## src/rtl/ekf_pkg.sv

```systemverilog
// Shared definitions for the EKF stage sequencer: stage one-hot codes,
// sequencer FSM states and an elaboration-time log2 helper.
package ekf_pkg;

  localparam logic [2:0] STAGE_IDLE = 3'b000;
  localparam logic [2:0] STAGE_PRD  = 3'b001;
  localparam logic [2:0] STAGE_NEW  = 3'b010;
  localparam logic [2:0] STAGE_UPD  = 3'b100;

  typedef enum logic [2:0] {
    S_IDLE      = 3'd0,
    S_ISSUE     = 3'd1,
    S_WAIT_ACK  = 3'd2,
    S_WAIT_DONE = 3'd3,
    S_DONE      = 3'd4
  } state_t;

  // Ceiling log2; returns 0 for an argument of 1.
  function automatic int clog2(input int value);
    int v;
    int r;
    v = value - 1;
    r = 0;
    while (v > 0) begin
      r = r + 1;
      v = v >> 1;
    end
    return r;
  endfunction

endpackage

```

## src/rtl/ekf_cmd_fifo.sv

```systemverilog
// Synchronous command FIFO. Pointers carry one extra MSB so that full and
// empty are distinguished without a separate occupancy register.
module ekf_cmd_fifo
  import ekf_pkg::*;
#(
  parameter int WIDTH = 8,
  parameter int DEPTH = 4
) (
  input  logic                    i_clk,
  input  logic                    i_rst_n,
  input  logic                    i_push,
  input  logic                    i_pop,
  input  logic [WIDTH-1:0]        i_data,
  output logic [WIDTH-1:0]        o_head,
  output logic                    o_empty,
  output logic                    o_full,
  output logic [clog2(DEPTH):0]   o_cnt
);

  localparam int AW = clog2(DEPTH);

  logic [WIDTH-1:0] r_mem [DEPTH];
  logic [AW:0]      r_wr_ptr;
  logic [AW:0]      r_rd_ptr;
  logic             w_push;
  logic             w_pop;

  assign o_cnt   = r_wr_ptr - r_rd_ptr;
  assign o_empty = (r_wr_ptr == r_rd_ptr);
  assign o_full  = (r_wr_ptr[AW] != r_rd_ptr[AW]) &&
                   (r_wr_ptr[AW-1:0] == r_rd_ptr[AW-1:0]);
  assign o_head  = r_mem[r_rd_ptr[AW-1:0]];

  assign w_push = i_push && !o_full;
  assign w_pop  = i_pop && !o_empty;

  always_ff @(posedge i_clk or negedge i_rst_n) begin
    if (!i_rst_n) begin
      r_wr_ptr <= '0;
      r_rd_ptr <= '0;
    end else begin
      if (w_push) r_wr_ptr <= r_wr_ptr + 1'b1;
      if (w_pop)  r_rd_ptr <= r_rd_ptr + 1'b1;
    end
  end

  // Storage needs no reset: the pointers alone define which entries are live.
  always_ff @(posedge i_clk) begin
    if (w_push) r_mem[r_wr_ptr[AW-1:0]] <= i_data;
  end

endmodule

```

## src/rtl/ekf_stage_sequencer.sv

```systemverilog
// Queued command front-end for the EKF-SLAM Top: buffers stage commands and
// issues each as a stage_val pulse, tracking stage_rdy through to completion.
module ekf_stage_sequencer
  import ekf_pkg::*;
#(
  parameter int RSA_DW     = 32,
  parameter int RSA_AW     = 17,
  parameter int ROW_LEN    = 10,
  parameter int STAGE_NUM  = 3,
  parameter int FIFO_DEPTH = 4,
  parameter int PULSE_LEN  = 2,
  parameter int ACK_TO     = 64
) (
  input  logic                        clk,
  input  logic                        sys_rst,
  input  logic                        cmd_val,
  output logic                        cmd_rdy,
  input  logic [STAGE_NUM-1:0]        cmd_stage,
  input  logic [ROW_LEN-1:0]          cmd_l_k,
  input  logic [RSA_DW-1:0]           cmd_vlr,
  input  logic [RSA_AW-1:0]           cmd_alpha,
  input  logic [RSA_DW-1:0]           cmd_rk,
  input  logic [RSA_AW-1:0]           cmd_phi,
  output logic [STAGE_NUM-1:0]        stage_val,
  input  logic [STAGE_NUM-1:0]        stage_rdy,
  output logic [ROW_LEN-1:0]          l_k,
  output logic [RSA_DW-1:0]           vlr,
  output logic [RSA_AW-1:0]           alpha,
  output logic [RSA_DW-1:0]           rk,
  output logic [RSA_AW-1:0]           phi,
  output logic                        busy,
  output logic                        done,
  output logic [STAGE_NUM-1:0]        done_stage,
  output logic                        err_cmd,
  output logic                        err_to,
  output logic [clog2(FIFO_DEPTH):0]  fifo_cnt,
  output state_t                      o_dbg_state
);

  localparam int FW = STAGE_NUM + ROW_LEN + 2*RSA_DW + 2*RSA_AW;
  localparam int PW = clog2(PULSE_LEN) + 1;
  localparam int TW = clog2(ACK_TO) + 1;

  logic [FW-1:0]        w_fifo_din;
  logic [FW-1:0]        w_fifo_head;
  logic                 w_fifo_empty;
  logic                 w_fifo_full;
  logic [STAGE_NUM-1:0] w_head_stage;
  logic [ROW_LEN-1:0]   w_head_l_k;
  logic [RSA_DW-1:0]    w_head_vlr;
  logic [RSA_AW-1:0]    w_head_alpha;
  logic [RSA_DW-1:0]    w_head_rk;
  logic [RSA_AW-1:0]    w_head_phi;
  logic                 w_accept;
  logic                 w_cmd_onehot;
  logic                 w_pop;
  logic                 w_sel_rdy;
  state_t               w_nxt_state;

  state_t               r_state;
  logic                 r_rdy_en;
  logic [STAGE_NUM-1:0] r_stage;
  logic [STAGE_NUM-1:0] r_stage_val;
  logic [PW-1:0]        r_pulse_cnt;
  logic [TW-1:0]        r_to_cnt;
  logic                 r_acked;
  logic                 r_err_cmd;
  logic                 r_err_to;
  logic [ROW_LEN-1:0]   r_l_k;
  logic [RSA_DW-1:0]    r_vlr;
  logic [RSA_AW-1:0]    r_alpha;
  logic [RSA_DW-1:0]    r_rk;
  logic [RSA_AW-1:0]    r_phi;

  // Handshake: a command transfers on a rising clk edge where cmd_val && cmd_rdy;
  // cmd_rdy never depends on cmd_val. Illegal (non-one-hot) commands transfer too,
  // but are dropped instead of stored.
  assign cmd_rdy      = r_rdy_en && !w_fifo_full;
  assign w_accept     = cmd_val && cmd_rdy;
  assign w_cmd_onehot = (cmd_stage != '0) && ((cmd_stage & (cmd_stage - 1'b1)) == '0);
  assign w_fifo_din   = {cmd_stage, cmd_l_k, cmd_vlr, cmd_alpha, cmd_rk, cmd_phi};
  assign {w_head_stage, w_head_l_k, w_head_vlr, w_head_alpha, w_head_rk, w_head_phi} = w_fifo_head;
  assign w_sel_rdy    = |(stage_rdy & r_stage);

  ekf_cmd_fifo #(
    .WIDTH (FW),
    .DEPTH (FIFO_DEPTH)
  ) u_cmd_fifo (
    .i_clk   (clk),
    .i_rst_n (sys_rst),
    .i_push  (w_accept && w_cmd_onehot),
    .i_pop   (w_pop),
    .i_data  (w_fifo_din),
    .o_head  (w_fifo_head),
    .o_empty (w_fifo_empty),
    .o_full  (w_fifo_full),
    .o_cnt   (fifo_cnt)
  );

  always_comb begin
    w_nxt_state = r_state;
    w_pop       = 1'b0;
    case (r_state)
      S_IDLE: begin
        if (!w_fifo_empty && (|(stage_rdy & w_head_stage))) begin
          w_pop       = 1'b1;
          w_nxt_state = S_ISSUE;
        end
      end
      S_ISSUE: begin
        // An acknowledge already seen during the pulse skips WAIT_ACK entirely.
        if (r_pulse_cnt == PW'(PULSE_LEN - 1))
          w_nxt_state = (r_acked || !w_sel_rdy) ? S_WAIT_DONE : S_WAIT_ACK;
      end
      S_WAIT_ACK: begin
        if (!w_sel_rdy)                         w_nxt_state = S_WAIT_DONE;
        else if (r_to_cnt == TW'(ACK_TO - 1))   w_nxt_state = S_IDLE;
      end
      S_WAIT_DONE: begin
        if (w_sel_rdy) w_nxt_state = S_DONE;
      end
      S_DONE:  w_nxt_state = S_IDLE;
      default: w_nxt_state = S_IDLE;
    endcase
  end

  always_ff @(posedge clk or negedge sys_rst) begin
    if (!sys_rst) begin
      r_state     <= S_IDLE;
      r_rdy_en    <= 1'b0;
      r_stage     <= '0;
      r_stage_val <= '0;
      r_pulse_cnt <= '0;
      r_to_cnt    <= '0;
      r_acked     <= 1'b0;
      r_err_cmd   <= 1'b0;
      r_err_to    <= 1'b0;
      r_l_k       <= '0;
      r_vlr       <= '0;
      r_alpha     <= '0;
      r_rk        <= '0;
      r_phi       <= '0;
    end else begin
      r_state   <= w_nxt_state;
      r_rdy_en  <= 1'b1;
      r_err_cmd <= w_accept && !w_cmd_onehot;
      r_err_to  <= (r_state == S_WAIT_ACK) && (w_nxt_state == S_IDLE);
      r_to_cnt  <= (r_state == S_WAIT_ACK) ? r_to_cnt + 1'b1 : '0;
      if (w_pop) begin
        r_stage     <= w_head_stage;
        r_l_k       <= w_head_l_k;
        r_vlr       <= w_head_vlr;
        r_alpha     <= w_head_alpha;
        r_rk        <= w_head_rk;
        r_phi       <= w_head_phi;
        r_pulse_cnt <= '0;
        r_acked     <= 1'b0;
      end else if (r_state == S_ISSUE) begin
        r_pulse_cnt <= r_pulse_cnt + 1'b1;
        if (!w_sel_rdy) r_acked <= 1'b1;
      end
      if (w_nxt_state == S_ISSUE) r_stage_val <= w_pop ? w_head_stage : r_stage;
      else                        r_stage_val <= '0;
    end
  end

  assign stage_val   = r_stage_val;
  assign l_k         = r_l_k;
  assign vlr         = r_vlr;
  assign alpha       = r_alpha;
  assign rk          = r_rk;
  assign phi         = r_phi;
  assign busy        = (r_state != S_IDLE) || !w_fifo_empty;
  assign done        = (r_state == S_DONE);
  assign done_stage  = (r_state == S_DONE) ? r_stage : '0;
  assign err_cmd     = r_err_cmd;
  assign err_to      = r_err_to;
  assign o_dbg_state = r_state;

endmodule

```

## config.mk

```make
export PLATFORM = sky130hd
export DESIGN_NAME = ekf_stage_sequencer
export DESIGN_NICKNAME = d
export VERILOG_FILES = /design/src/rtl/ekf_pkg.sv /design/src/rtl/ekf_cmd_fifo.sv /design/src/rtl/ekf_stage_sequencer.sv
export SDC_FILE = /design/constraint.sdc
export NUM_CORES = 1
export LEC_CHECK = 0
export CORE_UTILIZATION = 56
export CTS_CLUSTER_DIAMETER = 200
export DETAILED_ROUTE_END_ITERATION = 6
export HOLD_SLACK_MARGIN = 0.15
export PLACE_DENSITY = 0.85
export SLEW_MARGIN = 25
export SYNTH_ARGS = -nofsm -noshare
export SYNTH_HDL_FRONTEND = slang
export SYNTH_SLANG_ARGS = --single-unit
export TNS_END_PERCENT = 5
```

## constraint.sdc

```tcl
create_clock -name clk -period 6.44 [get_ports clk]
set_input_delay 1.61 -clock clk [delete_from_list [all_inputs] [get_ports clk]]
set_output_delay 1.61 -clock clk [all_outputs]
set_load 0.005 [all_outputs]
```

Word level (Yosys, flattened, before mapping)
Memories as Yosys holds them, arrays and structs flattened.
Cells that the tools add are included.

word-level totals
  register bits after elaboration = 136
  memory bits (writable) = 444
  output and inout port bits = 125
  memories kept = 1

operators by class
  add/subtract/negate cells = 6
  eq/ne operators = 11
  multiplexer cells = 20
  bitwise gates (word level) = 3
  reduce and logical (&&, ||, !) cells = 25

memory list
  memory            words  width  rd ports  clocked after memory_dff  write ports  RTL line            text
  u_cmd_fifo.r_mem  4      111    1         0                         1            ekf_cmd_fifo.sv:22  logic [WIDTH-1:0] r_mem [DEPTH];

operators with widths
  cell                                                                number
  3-bit two-way mux                                                   8
  3-bit one-hot mux with 4 select lines                               1
  1-bit logical AND                                                   10
  3-bit AND                                                           3
  3-bit zero test                                                     3
  1-bit two-way mux                                                   8
  7-bit by 1-bit adder with 7-bit output, second input constant       1
  7-bit by 6-bit == test with 1-bit output, second input constant     1
  7-bit two-way mux                                                   1
  3-bit by 1-bit adder with 3-bit output, second input constant       2
  3-bit by 1-bit == test with 1-bit output, second input constant     2
  3-bit by 2-bit == test with 1-bit output, second input constant     2
  3-bit nonzero test                                                  2
  3-bit OR reduction                                                  2
  1-bit zero test                                                     4
  2-bit two-way mux                                                   2
  3-bit == test                                                       1
  3-bit == test, second input constant                                1
  3-bit by 1-bit subtractor with 3-bit output, second input constant  1
  3-bit subtractor                                                    1
  2-bit by 1-bit adder with 2-bit output, second input constant       1
  2-bit by 1-bit == test with 1-bit output, second input constant     1
  2-bit == test                                                       1
  1-bit logical OR                                                    2
  4 further kinds                                                     4

Depth between registers and ports, before layout
  depth after elaboration = 9
  mapped depth = 11
  gate-level depth less buffers = 7

Modules after synthesis
Synthesis repeated with hierarchy kept, for this count alone.

unflattened totals
  cells, all modules = 941
  area total of the unflattened synthesis = 21551.9 µm²

modules (own cells, without submodules)
  module               times used  cells an instance  area an instance (µm²)  sequential area each (µm²)
  ekf_cmd_fifo         1           626                16552.1                 13482.9
  ekf_stage_sequencer  1           315                4999.8                  3253.1

Worst setup path after synthesis
OpenSTA, ideal clock, no wires.

  path kind = register -> register
  start = reg u_cmd_fifo.r_rd_ptr[1]
  end = mem u_cmd_fifo.r_mem[3][0] in the netlist's numbering (enable)
  library setup time = 0.484 ns
  data arrival time = 4.775 ns
  required time = 5.956 ns
  slack = 1.181 ns
  stages on the path, launching flop included = 10
  path buffers = 3
  path through = dfrtp_1 > clkbuf_1 > clkbuf_1 > clkbuf_1 > inv_1 > ha_1 > nand2_1 > o211ai_1 > nor2_1 > and2_1

on the way
  cells in the longest elaborated chain, start to end = 9

ends and longest elaborated chain
  element                                      RTL line                                       text
  start: declaration                           ekf_cmd_fifo.sv:24                             logic [AW:0] r_rd_ptr;
  start signal: assignment                     ekf_cmd_fifo.sv:43                             if (w_pop) r_rd_ptr <= r_rd_ptr + 1'b1;
  2-bit == test (*)                            ekf_cmd_fifo.sv:31                             (r_wr_ptr[AW-1:0] == r_rd_ptr[AW-1:0]);
  1-bit logical AND (*)                        ekf_cmd_fifo.sv:30                             assign o_full = (r_wr_ptr[AW] != r_rd_ptr[AW]) &&
  1-bit zero test (*)                          ekf_cmd_fifo.sv:34, ekf_stage_sequencer.sv:78
  1-bit logical AND                            ekf_stage_sequencer.sv:78                      assign cmd_rdy = r_rdy_en && !w_fifo_full;
  1-bit logical AND                            ekf_stage_sequencer.sv:79                      assign w_accept = cmd_val && cmd_rdy;
  1-bit logical AND                            ekf_stage_sequencer.sv:91                      .i_push (w_accept && w_cmd_onehot),
  1-bit logical AND (*)                        ekf_cmd_fifo.sv:34                             assign w_push = i_push && !o_full;
  1-bit two-way mux (*)                        ekf_cmd_fifo.sv:49                             if (w_push) r_mem[r_wr_ptr[AW-1:0]] <= i_data;
  1-bit two-way mux (implied by the code) (*)  ekf_cmd_fifo.sv:49
  end: declaration                             ekf_cmd_fifo.sv:22

Every way passes the cells marked *; elsewhere a longest branch is shown, timed or not.

Final worst setup path
  start = reg u_cmd_fifo.r_rd_ptr[1]
  end = out cmd_rdy

on the way
  cells in the longest elaborated chain, start to end = 4

ends and longest elaborated chain
  element            RTL line                   text
  2-bit == test      ekf_cmd_fifo.sv:31
  1-bit logical AND  ekf_cmd_fifo.sv:30
  1-bit zero test    ekf_stage_sequencer.sv:78
  1-bit logical AND  ekf_stage_sequencer.sv:78
  end: declaration   ekf_stage_sequencer.sv:17  output logic cmd_rdy,

No other way between the ends.

==> flow_metrics.env <==
export IMPL_arrival_ns=2.86
export IMPL_hp_start="r_to_cnt[0]"
export IMPL_setup_ws_ns=1.965
export IMPL_synth_seq_cells=580
export IMPL_die_w_um=197.6
export IMPL_reg2reg_setup_slack_ns=2.59
export IMPL_hold_violations=0
export IMPL_clkLatencyLatePin_ns=0.59
export IMPL_start_util_pct=56.86
export IMPL_reg2reg_depth=7
export IMPL_cp_cell_sequence="inv_1 > ha_1 > nand2_1 > o21a_1 > clkdlybuf4s50_1"
export IMPL_irDropWorstVdd_uv=222.4
export IMPL_cp_start_kind="register"
export IMPL_path_clk_slew_ns=0.06
export IMPL_synthesis_instances=958
export IMPL_clock_skew_ns=0.02248
export IMPL_min_path_type="register to register"
export IMPL_cp_slowest_cell="dfrtp_4"
export IMPL_ys_seq_area_share_pct=78.14
export IMPL_rsz0062_at_grt="no"
export IMPL_cp_max_fo=58
export IMPL_grt_pass1_wl_mm=61.63
export IMPL_grt_max_degree=97
export IMPL_htree_levels=2
export IMPL_clock_path_buffers=3
export IMPL_cts_root_buf="clkbuf_16"
export IMPL_crit_required_ns=4.83
export IMPL_dpl_cell_area_mm2=0.02442
export IMPL_min_path_cells=1
export IMPL_tns_ns=0
export IMPL_period_share_pct=69.48
export IMPL_yosys_cell_types_count=40
export IMPL_p_total_uw=7987
export IMPL_setup_viol=0
export IMPL_cts_setup_buffers=0
export IMPL_crit_buf_inv=2
export IMPL_min_to="r_to_cnt[0]"
export IMPL_outcome="finished clean"
export IMPL_place_gp_congestion=0.7617
export IMPL_critPathKind="register to output port"
export IMPL_core_area_mm2=0.03767
export IMPL_drc=0
export IMPL_period_needed_ns=4.475
export IMPL_cts_sinks=580
export IMPL_io_pins=242
export IMPL_final_net_count=1352
export IMPL_r2r_end="u_cmd_fifo.r_mem[3][20]"
export IMPL_grt_overflow_total=0
export IMPL_via_per_inst=5.632
export IMPL_hpwl_mm=23.61
export IMPL_max_slew_margin_pct=31.67
export IMPL_cp_top_family="flip-flops"
export IMPL_drtIter0Drc=488
export IMPL_drtAntennaViolNets=0
export IMPL_netlist_area_mm2=0.02142
export IMPL_die_area_mm2=0.03903
export IMPL_worst_slew_pin_slew_ns=1.025
export IMPL_area_delta_synth_final_pct=23.22
export IMPL_rows=71
export IMPL_crit_path_end_kind="output port"
export IMPL_port_buffers=241
export IMPL_slew_viol_final=0
export IMPL_pre_cts_ws_ns=1.881
export IMPL_cts_made_buffers=55
export IMPL_final_cells=1785
export IMPL_drt_total_wl_mm=40.58
export IMPL_ctsHoldBuffers=0
export IMPL_track_usage_pct=21.52
export IMPL_drt_pass1_iter_count=6
export IMPL_cts_tree="done"
export IMPL_final_area_mm2=0.02639
export IMPL_synth_fp_nets=1085
export IMPL_leakage_uw=0.009403
export IMPL_cts_resized_gates=0
export IMPL_grt_pass1_vias=10682
export IMPL_crit_path_max_incr_delay_ns=1.02
export IMPL_cap_violations=0
export IMPL_r2r_start="u_cmd_fifo.r_rd_ptr[1]"
export IMPL_antenna_found_initial=6
export IMPL_syn_area_per_cell_um2=22.36
export IMPL_max_freq_ghz=0.2235
export IMPL_worstSetupPathDepth=5
export IMPL_drive_above_1_share_pct=22.09
export IMPL_vias=10053
export IMPL_dp_cells=1679
export IMPL_yosys_warnings=0
export IMPL_wl_per_cell_um=22.74
export IMPL_die_h_um=197.6
export IMPL_power_density_mw_per_mm2=302.7
## cells in the final DEF (no fill, tap or decap), types with 9 or more instances in the layout
cell type        netlist  final
edfxtp_1             444    444
clkdlybuf4s50_1        0    240
dfrtp_1              136    134
mux4_2               109    109
mux2_2                58     58
clkbuf_16              0     56
mux2_1                53     53
nor2_1                15     15
clkinv_2               0     14
inv_1                 12     12
nand2_1               10     10
ha_1                   9      9
bufinv_16              0      9
## area by class of cell
cell class	instances	area, um^2
Sequential cell	580	16740
Tap cell	511	639.4
Timing Repair Buffer	251	2555
Antenna cell	2	5.005
Clock buffer	69	1510
Fill cell	2295	11280
Clock inverter	35	446.7
Inverter	12	45.04
Multi-Input combinational cell	325	4446
## sequential cells by signal, indices dropped and copies added, names as in the netlist, 2 cells and up
register and count:
alpha 17, l_k 10, o_dbg_state 3, phi 17, r_pulse_cnt 2, r_stage 3, r_to_cnt 7, rk 32
stage_val 3, u_cmd_fifo.r_mem 444, u_cmd_fifo.r_rd_ptr 3, u_cmd_fifo.r_wr_ptr 3, vlr 32
## metrics by stage
stage	hold slack, ns	util, %
6_report	0.4790	70.06
5_1_grt	0.5061	70.06
4_1_cts	0.4809	70.04
3_5_place_dp	0.4799	64.85
3_3_place_gp	0.4646	64.85
2_1_floorplan	0.4479	-
## worst max-delay path by stage
| stage | end | from | slack (ns) |
|---|---|---|---|
| final | cmd_rdy | u_cmd_fifo.r_rd_ptr[1] | 1.97 |
| after global routing | cmd_rdy | u_cmd_fifo.r_rd_ptr[1] | 1.80 |
| after CTS | cmd_rdy | u_cmd_fifo.r_rd_ptr[1] | 1.90 |
| after detailed placement | u_cmd_fifo.r_mem[3][34] | cmd_stage[2] | 1.88 |
| after global placement | u_cmd_fifo.r_mem[3][33] | cmd_stage[1] | 1.91 |
| after floorplan | u_cmd_fifo.r_mem[3][0] | u_cmd_fifo.r_rd_ptr[1] | 1.18 |
## report_power, final
group / internal [uW] / switching, uW / leakage [uW]
registers: 4200 / 38.1 / 0.00589
clock network: 2030 / 1360 / 0.000962
logic: 149 / 205 / 0.00256
## Yosys cell counts (all sizes together)
library cell | number | share of area, %
edfxtp | 444 | 62
dfrtp | 136 | 16
mux2 | 111 | 5.8
mux4 | 109 | 11
clkbuf | 26 | 0.46
buf | 15 | 0.48
nor2 | 15 | 0.26
inv | 12 | 0.21
and2 | 11 | 0.32
nand2 | 10 | 0.18
ha | 9 | 0.53
o21ai | 7 | 0.16
xor2 | 7 | 0.29
xnor2 | 5 | 0.20
mux2i | 4 | 0.19
nand3 | 4 | 0.093
nor3 | 4 | 0.093
a21oi | 3 | 0.070
and3 | 3 | 0.088
nor3b | 3 | 0.11
a2bb2oi | 2 | 0.082
nor2b | 2 | 0.058
o21a | 2 | 0.070
a21o | 1 | 0.035
a222oi | 1 | 0.047
a31oi | 1 | 0.029
conb | 1 | 0.018
fa | 1 | 0.093
nand2b | 1 | 0.029
nand4 | 1 | 0.029
o211a | 1 | 0.047
o211ai | 1 | 0.035
o32ai | 1 | 0.041
o41ai | 1 | 0.13
or2 | 1 | 0.029
or3 | 1 | 0.029
or4 | 1 | 0.035
## kinds of logic (layout without fill, tap and decap cells)
| logic type | Yosys count | count (layout) | synth area share [%] |
|---|---|---|---|
| mux | 224 | 224 | 17.48 |
| compound gates | 21 | 21 | 0.7478 |
| flops | 580 | 580 | 78.14 |
| xor+xnor | 12 | 12 | 0.4907 |
| fa+ha+maj | 10 | 10 | 0.6192 |
| other cells | 1 | 3 | 0.01751 |
| buf+inv | 53 | 367 | 1.151 |
| simple gates | 57 | 57 | 1.350 |
## per-layer routing
| layer | share of wire, % | global-route usage [%] | vias up |
|---|---|---|---|
| met2 | 51 | 35.93 | 350 |
| met3 | 6.7 | 4.627 | 73 |
| li1 | - | - | 4396 |
| met1 | 40 | 28.30 | 5226 |
| met5 | 0.12 | 0 | - |
| met4 | 2.5 | 7.379 | 8 |
Power figures use the tool's default switching activity.
